**src/rtl/pkg_dtypes.sv**
```systemverilog
// Shared interconnect datatypes plus the channel-controller FSM encoding and defaults.
package pkg_dtypes;

  localparam int unsigned LOG2_NUM_EXEC_UNITS = 2;
  localparam int unsigned NUM_EXEC_UNITS      = 2 ** LOG2_NUM_EXEC_UNITS;
  localparam int unsigned ICON_UID_W          = 4;
  localparam int unsigned ICON_DATA_W         = 8;
  // One receiver per exec unit plus the store unit in the top bit.
  localparam int unsigned ICON_NUM_RECEIVERS  = NUM_EXEC_UNITS + 1;
  localparam int unsigned ICON_RCV_STR        = NUM_EXEC_UNITS;

  localparam int unsigned ICON_CHAN_TIMEOUT_CYCLES = 64;

  typedef logic [ICON_NUM_RECEIVERS-1:0] type_icon_receivers_list;

  typedef struct packed {
    logic [LOG2_NUM_EXEC_UNITS-1:0] euidx;
    logic [ICON_UID_W-1:0]          uid;
  } type_icon_src_addr;

  typedef struct packed {
    type_icon_src_addr       src_addr;
    type_icon_receivers_list receiver_list;
  } type_icon_instr;

  typedef struct packed {
    type_icon_src_addr       src_addr;
    type_icon_receivers_list receiver_list;
    logic [ICON_DATA_W-1:0]  data;
    logic                    data_valid;
    type_icon_receivers_list success_list;
  } type_icon_channel;

  typedef struct packed {
    logic                   req_valid;
    type_icon_src_addr      src_addr;
    logic [ICON_DATA_W-1:0] data;
    logic                   data_valid_tx;
  } type_icon_tx_channel_chside;

  typedef struct packed {
    logic                   success;
    logic [ICON_DATA_W-1:0] data_rx;
    logic                   data_valid_rx;
  } type_icon_rx_channel_chside;

  typedef enum logic [1:0] {
    StIdle,
    StWaitData,
    StBcast,
    StDone
  } enum_icon_chan_state;

endpackage

```
**src/rtl/icon_ack_accumulator.sv**
```systemverilog
// Sticky, receiver-masked OR of per-receiver acks plus the all-acknowledged compare.
module icon_ack_accumulator
  import pkg_dtypes::*;
(
  input  logic                    clk,
  input  logic                    reset,
  input  logic                    clear,
  input  logic                    en,
  input  type_icon_receivers_list success_list,
  input  type_icon_receivers_list receiver_list,
  output type_icon_receivers_list acc,
  output logic                    all_acked
);

  type_icon_receivers_list acc_q;

  always_ff @(posedge clk) begin
    if (reset || clear) begin
      acc_q <= '0;
    end else if (en) begin
      acc_q <= acc_q | (success_list & receiver_list);
    end
  end

  assign acc = acc_q;
  // Include this cycle's acks so completion is not delayed by the accumulator register.
  assign all_acked = ((acc_q | success_list) & receiver_list) == receiver_list;

endmodule

```
**src/rtl/icon_channel_ctrl.sv**
```systemverilog
// Broadcast sequencer for one interconnect channel: instruction -> wait for EU data -> hold until acked.
// Optional watchdog abort is built when ICON_CHAN_TIMEOUT_EN is defined.
module icon_channel_ctrl
  import pkg_dtypes::*;
#(
  parameter int unsigned NUM_EU         = 2 ** LOG2_NUM_EXEC_UNITS,
  parameter int unsigned TIMEOUT_CYCLES = ICON_CHAN_TIMEOUT_CYCLES
) (
  input  logic                       i_clk,
  input  logic                       i_reset,
  input  type_icon_instr             i_instr,
  input  logic                       i_instr_valid,
  output logic                       o_instr_ready,
  input  type_icon_tx_channel_chside i_eu_tx [NUM_EU],
  output type_icon_rx_channel_chside o_eu_rx [NUM_EU],
  input  type_icon_receivers_list    i_success_list,
  output type_icon_channel           o_chan,
  output logic                       o_busy,
  output logic                       o_abort
);

  enum_icon_chan_state        state_q, state_d;
  type_icon_instr             instr_q;
  logic [ICON_DATA_W-1:0]     data_q;
  logic                       chan_valid_q, busy_q, abort_q, abort_d;
  logic [NUM_EU-1:0]          success_q;
  type_icon_receivers_list    acc;
  logic                       all_acked, accept, match, timeout, in_bcast;
  type_icon_tx_channel_chside eu_tx_sel;

  // An out-of-range euidx selects nothing, so it can never match.
  always_comb begin
    eu_tx_sel = '0;
    for (int unsigned i = 0; i < NUM_EU; i++) begin
      if (32'(instr_q.src_addr.euidx) == i) eu_tx_sel = i_eu_tx[i];
    end
  end

  assign match = eu_tx_sel.req_valid && eu_tx_sel.data_valid_tx &&
                 (eu_tx_sel.src_addr == instr_q.src_addr);
  assign accept        = (state_q == StIdle) && i_instr_valid;
  assign in_bcast      = (state_q == StBcast);
  assign o_instr_ready = (state_q == StIdle);

  icon_ack_accumulator u_ack_acc (
    .clk          (i_clk),
    .reset        (i_reset),
    .clear        (accept),
    .en           (in_bcast),
    .success_list (i_success_list),
    .receiver_list(instr_q.receiver_list),
    .acc          (acc),
    .all_acked    (all_acked)
  );

`ifdef ICON_CHAN_TIMEOUT_EN
  localparam int unsigned CNT_W = $clog2(TIMEOUT_CYCLES + 1);
  logic [CNT_W-1:0] cnt_q;

  always_ff @(posedge i_clk) begin
    if (i_reset || state_q == StIdle) begin
      cnt_q <= '0;
    end else if (state_q == StWaitData || state_q == StBcast) begin
      cnt_q <= cnt_q + CNT_W'(1);
    end
  end

  assign timeout = (32'(cnt_q) >= TIMEOUT_CYCLES - 1);
`else
  logic unused_timeout_cfg;
  assign unused_timeout_cfg = ^32'(TIMEOUT_CYCLES);
  assign timeout = 1'b0;
`endif

  always_comb begin
    state_d = state_q;
    abort_d = 1'b0;
    unique case (state_q)
      StIdle: if (i_instr_valid) state_d = StWaitData;
      StWaitData: begin
        if (match) begin
          state_d = StBcast;
        end else if (timeout) begin
          state_d = StIdle;
          abort_d = 1'b1;
        end
      end
      StBcast: begin
        if (all_acked) begin
          state_d = StDone;
        end else if (timeout) begin
          state_d = StIdle;
          abort_d = 1'b1;
        end
      end
      StDone:  state_d = StIdle;
      default: state_d = StIdle;
    endcase
  end

  always_ff @(posedge i_clk) begin
    if (i_reset) begin
      state_q      <= StIdle;
      instr_q      <= '0;
      data_q       <= '0;
      chan_valid_q <= 1'b0;
      busy_q       <= 1'b0;
      abort_q      <= 1'b0;
      success_q    <= '0;
    end else begin
      state_q <= state_d;
      if (accept) instr_q <= i_instr;
      if (state_q == StWaitData && match) data_q <= eu_tx_sel.data;
      chan_valid_q <= (state_d == StBcast);
      busy_q       <= (state_d != StIdle);
      abort_q      <= abort_d;
      for (int unsigned i = 0; i < NUM_EU; i++) begin
        success_q[i] <= (state_d == StDone) && (32'(instr_q.src_addr.euidx) == i);
      end
    end
  end

  always_comb begin
    o_chan = '0;
    if (chan_valid_q) begin
      o_chan.src_addr      = instr_q.src_addr;
      o_chan.receiver_list = instr_q.receiver_list;
      o_chan.data          = data_q;
      o_chan.data_valid    = 1'b1;
      o_chan.success_list  = acc;
    end
  end

  always_comb begin
    for (int unsigned i = 0; i < NUM_EU; i++) begin
      o_eu_rx[i]               = '0;
      o_eu_rx[i].success       = success_q[i];
      o_eu_rx[i].data_valid_rx = success_q[i];
      if (success_q[i]) o_eu_rx[i].data_rx = data_q;
    end
  end

  assign o_busy  = busy_q;
  assign o_abort = abort_q;

endmodule

```
**config.mk**
```make
export PLATFORM = sky130hd
export DESIGN_NAME = icon_channel_ctrl
export DESIGN_NICKNAME = d
export VERILOG_FILES = /design/src/rtl/pkg_dtypes.sv /design/src/rtl/icon_ack_accumulator.sv /design/src/rtl/icon_channel_ctrl.sv
export SDC_FILE = /design/constraint.sdc
export NUM_CORES = 1
export LEC_CHECK = 0
export CAP_MARGIN = 0
export CORE_UTILIZATION = 37
export CTS_BUF_LIST = sky130_fd_sc_hd__clkbuf_8 sky130_fd_sc_hd__clkbuf_16
export DETAILED_ROUTE_END_ITERATION = 8
export PLACE_DENSITY = 0.84
export SYNTH_ARGS = -nofsm -noshare
export SYNTH_HDL_FRONTEND = slang
export SYNTH_SLANG_ARGS = --single-unit
```
**constraint.sdc**
```tcl
create_clock -name i_clk -period 2.03 [get_ports i_clk]
set_input_delay 0.406 -clock i_clk [delete_from_list [all_inputs] [get_ports i_clk]]
set_output_delay 0.406 -clock i_clk [all_outputs]
set_load 0.03 [all_outputs]
```
Yosys cells after proc, flatten, opt, wreduce, memory -nomap -nowiden
Cells that the tools add are included.
{ "op_classes": {"div_mod_pow": 0, "n_bitwise": 4, "order_cmp": 0, "muxes": 13, "reduce_logical": 12, "addsub": 0, "n_eq_ne": 10, "n_mul": 0, "shifts": 0} }
{ "op_table": {"columns": ["op", "count"], "rows": [
  ["16-bit 2-to-1 mux", 4],
  ["8-bit 2-to-1 mux", 4],
  ["25-bit 2-to-1 mux", 1],
  ["2-bit equality test (second input constant)", 6],
  ["5-bit bitwise AND", 2],
  ["5-bit bitwise OR", 2],
  ["1-bit logical AND", 8],
  ["2-bit one-hot mux with 4 select lines", 1],
  ["6-bit equality test", 1],
  ["2-bit 2-to-1 mux", 3],
  ["5-bit equality test", 1],
  ["2-bit by 1-bit equality test with 1-bit output (second input constant)", 2],
  ["2-bit zero test", 2],
  ["2-bit nonzero test", 1],
  ["1-bit logical OR", 1]
]} }
{ "word_totals": {"mem_bits_ro": 0, "memories": 0, "latchBits": 0, "mem_bits_rw": 0, "word_cells": 48, "reg_bits": 32} }

Longest topological paths before layout
{ "depth": {"depth_word": 11, "ltp_mapped": 8} }

Cells and area by module
A second synthesis with hierarchy kept.
{ "unflattened": {"cells_unflattened": 247, "area_unflattened_um2": 2134.5} }
{ "by_module_without_submodules": {"columns": ["module", "seq_area_each_um2", "instances", "area_per_inst_um2", "cells_per_inst"], "rows": [
  ["icon_channel_ctrl", 540.5, 1, 1934.4, 223],
  ["icon_ack_accumulator", 100.1, 1, 200.2, 24]
]} }

Least setup slack after synthesis
No wires, ideal clock.
{ "synth_timing": {"path_type": "in2reg", "start": "in i_eu_tx[12] (netlist name)", "end": "reg data_q[0]", "path_slack_ns": 0.212, "n_path_buf": 1, "setup_ns": 0.132, "path_stages": 6, "required_time_ns": 1.898, "arrival_ns": 1.686, "path_cell_list": "mux2i_1 -> mux2_2 -> o221a_2 -> buf_4 -> o41ai_2 -> a21oi_1"} }
{ "synth_via": {"elab_chain_cells": 4} }
{ "synth_lines": {"columns": ["item", "line", "source"], "rows": [
  ["from (decl)", "icon_channel_ctrl.sv:14", "input type_icon_tx_channel_chside i_eu_tx [NUM_EU],"],
  ["16-bit 2-to-1 mux", "icon_channel_ctrl.sv:35", "if (32'(instr_q.src_addr.euidx) == i) eu_tx_sel = i_eu_tx[i];"],
  ["6-bit equality test", "icon_channel_ctrl.sv:40", "(eu_tx_sel.src_addr == instr_q.src_addr);"],
  ["1-bit logical AND", "icon_channel_ctrl.sv:39", "assign match = eu_tx_sel.req_valid && eu_tx_sel.data_valid_tx &&"],
  ["1-bit logical AND", "icon_channel_ctrl.sv:113", "if (state_q == StWaitData && match) data_q <= eu_tx_sel.data;"],
  ["to (signal assigned)", "icon_channel_ctrl.sv:113", null],
  ["to (decl)", "icon_channel_ctrl.sv:24", "logic [ICON_DATA_W-1:0] data_q;"]
]} }
No other way between the ends.
A chain may end at the register's enable or synchronous reset.

Worst setup path after layout
{ "layout_timing": {"start": "reg instr_q[10] (netlist name)", "end": "reg data_q[4]"} }
{ "layout_via": {"elab_chain_cells": 8} }
{ "layout_lines": {"columns": ["item", "line", "source"], "rows": [
  ["from (decl)", "icon_channel_ctrl.sv:23", "type_icon_instr instr_q;"],
  ["from (signal assigned)", "icon_channel_ctrl.sv:112", "if (accept) instr_q <= i_instr;"],
  ["2-bit zero test", "icon_channel_ctrl.sv:35", null],
  ["16-bit 2-to-1 mux (4 in series)", "icon_channel_ctrl.sv:35", null],
  ["6-bit equality test or 1-bit logical AND (tied branches)", "icon_channel_ctrl.sv:40, icon_channel_ctrl.sv:39", null],
  ["1-bit logical AND", "icon_channel_ctrl.sv:39", null],
  ["1-bit logical AND", "icon_channel_ctrl.sv:113", null]
]} }
Several ways; a longest one is shown, not always the timed one.

==> results.cfg <==
[pwr]
p_seq_share_pct = 37.3
p_leak_nw = 2.02
netSwitchingFraction_pct = 28.0
p_per_area_nw_per_um2 = 427
switching_power_mw = 0.501
internal_power_mw = 1.29
ir_drop_uv = 502
combPwrFrac_pct = 28.2
clockPowerShare_pct = 34.5

[placement]
port_buffers = 149
dp_hpwl_um = 5700
pre_cts_slack_ps = -332
gp_congestion = 0.814

[yosys]
syn-cell-area_um2 = 2320
synth_flop_cell = dfxtp_1
synthCells = 258
synth_edf_count = 0
synth_top_area_share_pct = 27.6
yosysWarnings = 0
synth-seq-area-share_pct = 27.6
ys_types = 41
avgSynthCellArea_um2 = 9.01
synth_seq_cells = 32
yosysTopAreaCell = dfxtp_1
synthArstFlopShare_pct = 0
syn_nets = 341
synthTopCellsByArea = dfxtp_1 28%, and2_1 15%, mux4_2 9.7%

[setup_path]
r2r_start = instr_q[10]
crit_required_ps = 2190
endpoint_kind = register
startpoint_type = register
crit_fanout = 5
critPathLaunch = instr_q[10]
crit_chain = buf_4, mux2i_1, mux2_4, o221a_2, o41ai_2, a21oi_1
slowest_stage = o41ai_2
max_stage_delay_ps = 420
critPathKind = reg2reg
worstPathArrival_ps = 2250

[route]
drtAntennaViolNets = 0
first_pass_iters = 4
drc = 0
wl_per_cell_um = 16.8
drt_iter0_markers = 145
vias = 2651
via_per_inst = 5.43
drt-total-wl_um = 8210

[min_path]
min_path_type = reg2reg
holdCritStartpoint = instr_q[3]

[sta]
slew_headroom_pct = 49.4
finalSetupViolations = 2
finClkSkew_ps = 5.20
min_period_over_period_pct = 103
fmax_mhz = 478
whs_ps = 492
maxSlewViolCount = 0
min_period_ps = 2090
worst_slew_pin_slew_ps = 758
rsz0062_at_grt = yes
setup_slack_ps = -61.9
hold_viol_final = 0
fin_setup_tns_ps = -69.6

[floorplan]
die_w_um = 81.3
dieArea_um2 = 6600
coreArea_um2 = 5990
die_h_um = 81.3
core.rowCount = 28
initial_core_util_pct = 38.8
ios = 151

[grt]
grt_max_degree = 28
antenna_found_initial = 0
grt_use_total_pct = 22.0
grt_overflow = 0
grt_pass1_vias = 2370
grt_pass1_wl_um = 11200

[clock_network]
clkSinkCount = 32
clock-root-buffer = clkbuf_8
cts_htree_levels = 2
path_clk_slew_ps = 70
clk_latency_ps = 280
cts_tree = yes
max-clock-path-buffers = 2
cts_buffers = 5

[finish]
finalNetCount = 495
fillers = 437
layout-drive-gt1-share_pct = 23.5
final-seq-area_um2 = 653
multi_input_area_um2 = 1640
final_cell_mix = 91 x clkdlybuf4s50_1, 57 x and2_1, 42 x buf_4
final_common_cell = clkdlybuf4s50_1
syn_to_final_growth_pct = 80.4
final_util_pct = 70.0
antenna_cells = 0

[run_status]
violations = negative setup slack
status = complete, but fails checks

[run]
max_cap_viol_count = 0
-- power by group through the flow --
stage	Combinational, mW	Sequential (mW)	Clock (mW)
floorplan	0.218	0.675	0
global placement	0.406	0.679	0
detailed placement	0.416	0.680	0
CTS	0.428	0.666	0.615
global route	0.534	0.671	0.651
finish	0.505	0.667	0.618
-- routing by layer --
metal / GRT usage [%] / routed length [um]
met2: 39.4 / 4130
met1: 25.5 / 3250
met3: 5.62 / 684
met4: 6.07 / 150
met5: 0 / 0
-- final cells by class --
cell class / count / share of cell area [%]
Tap cell: 75 / 2.24
Clock buffer: 5 / 1.64
Inverter: 4 / 0.358
Clock inverter: 3 / 1.01
Multi-Input combinational cell: 199 / 39.1
Sequential cell: 32 / 15.6
Timing Repair Buffer: 170 / 40.0
-- synth_stat cells (4+ instances only) --
cell	count
o2111ai_1	8
nand2_1	28
buf_6	5
nand4_1	4
mux2i_1	5
and2_1	57
dfxtp_1	32
o41ai_2	8
nor2_1	6
a31oi_1	6
clkbuf_1	11
nor3_1	10
a21oi_1	22
inv_1	4
mux4_2	10
buf_4	7
-- critical path: cells and delay by family, from the launching register on --
| kind | cells | cell delay [ps] |
|---|---|---|
| muxes | 2 | 610 |
| DFF | 1 | 370 |
| AOI/OAI and AO/OA | 3 | 880 |
| buffers and inverters | 1 | 110 |
-- cells by family (layout without fill, tap and decap cells) --
group	Yosys count	count (layout)	synth area share (%)
AO/OA/AOI/OAI	52	54	18.0
XOR/XNOR	2	2	1.88
multiplexers	18	18	13.3
other	1	1	0.161
buffers and inverters	30	182	7.64
AND/OR/NAND/NOR	123	124	31.4
flip-flops	32	32	27.6
-- repair_timing --
action	CTS	global route
hold buffers	0	0
endpoints found under the setup margin	19	37
gates cloned	0	4
pin swaps	2	4
buffers inserted	0	8
resized for setup	6	52
-- through the flow --
step	cells	instance area (um^2)	total power, mW
2_1_floorplan	258	2320	0.894
3_3_place_gp	468	3780	1.08
3_5_place_dp	468	3780	1.10
4_1_cts	476	3920	1.71
5_1_grt	488	4190	1.86
6_report	488	4190	1.79
-- sequential cells by signal, summed over array words and instances, names as in the netlist --
name / flops
data_q: 8
o_busy: 1
state_q: 2
chan_valid_q: 1
success_q: 4
u_ack_acc.acc: 5
instr_q: 11
-- worst paths after layout --
kind	depth (start not counted)	slack [ps]	endpoint
min	2	490	instr_q[3]
max	6	-60	data_q[4]
min reg2reg	2	490	instr_q[3]
max reg2reg	6	-60	data_q[4]
No activity file was read; power rests on OpenSTA's default activity.
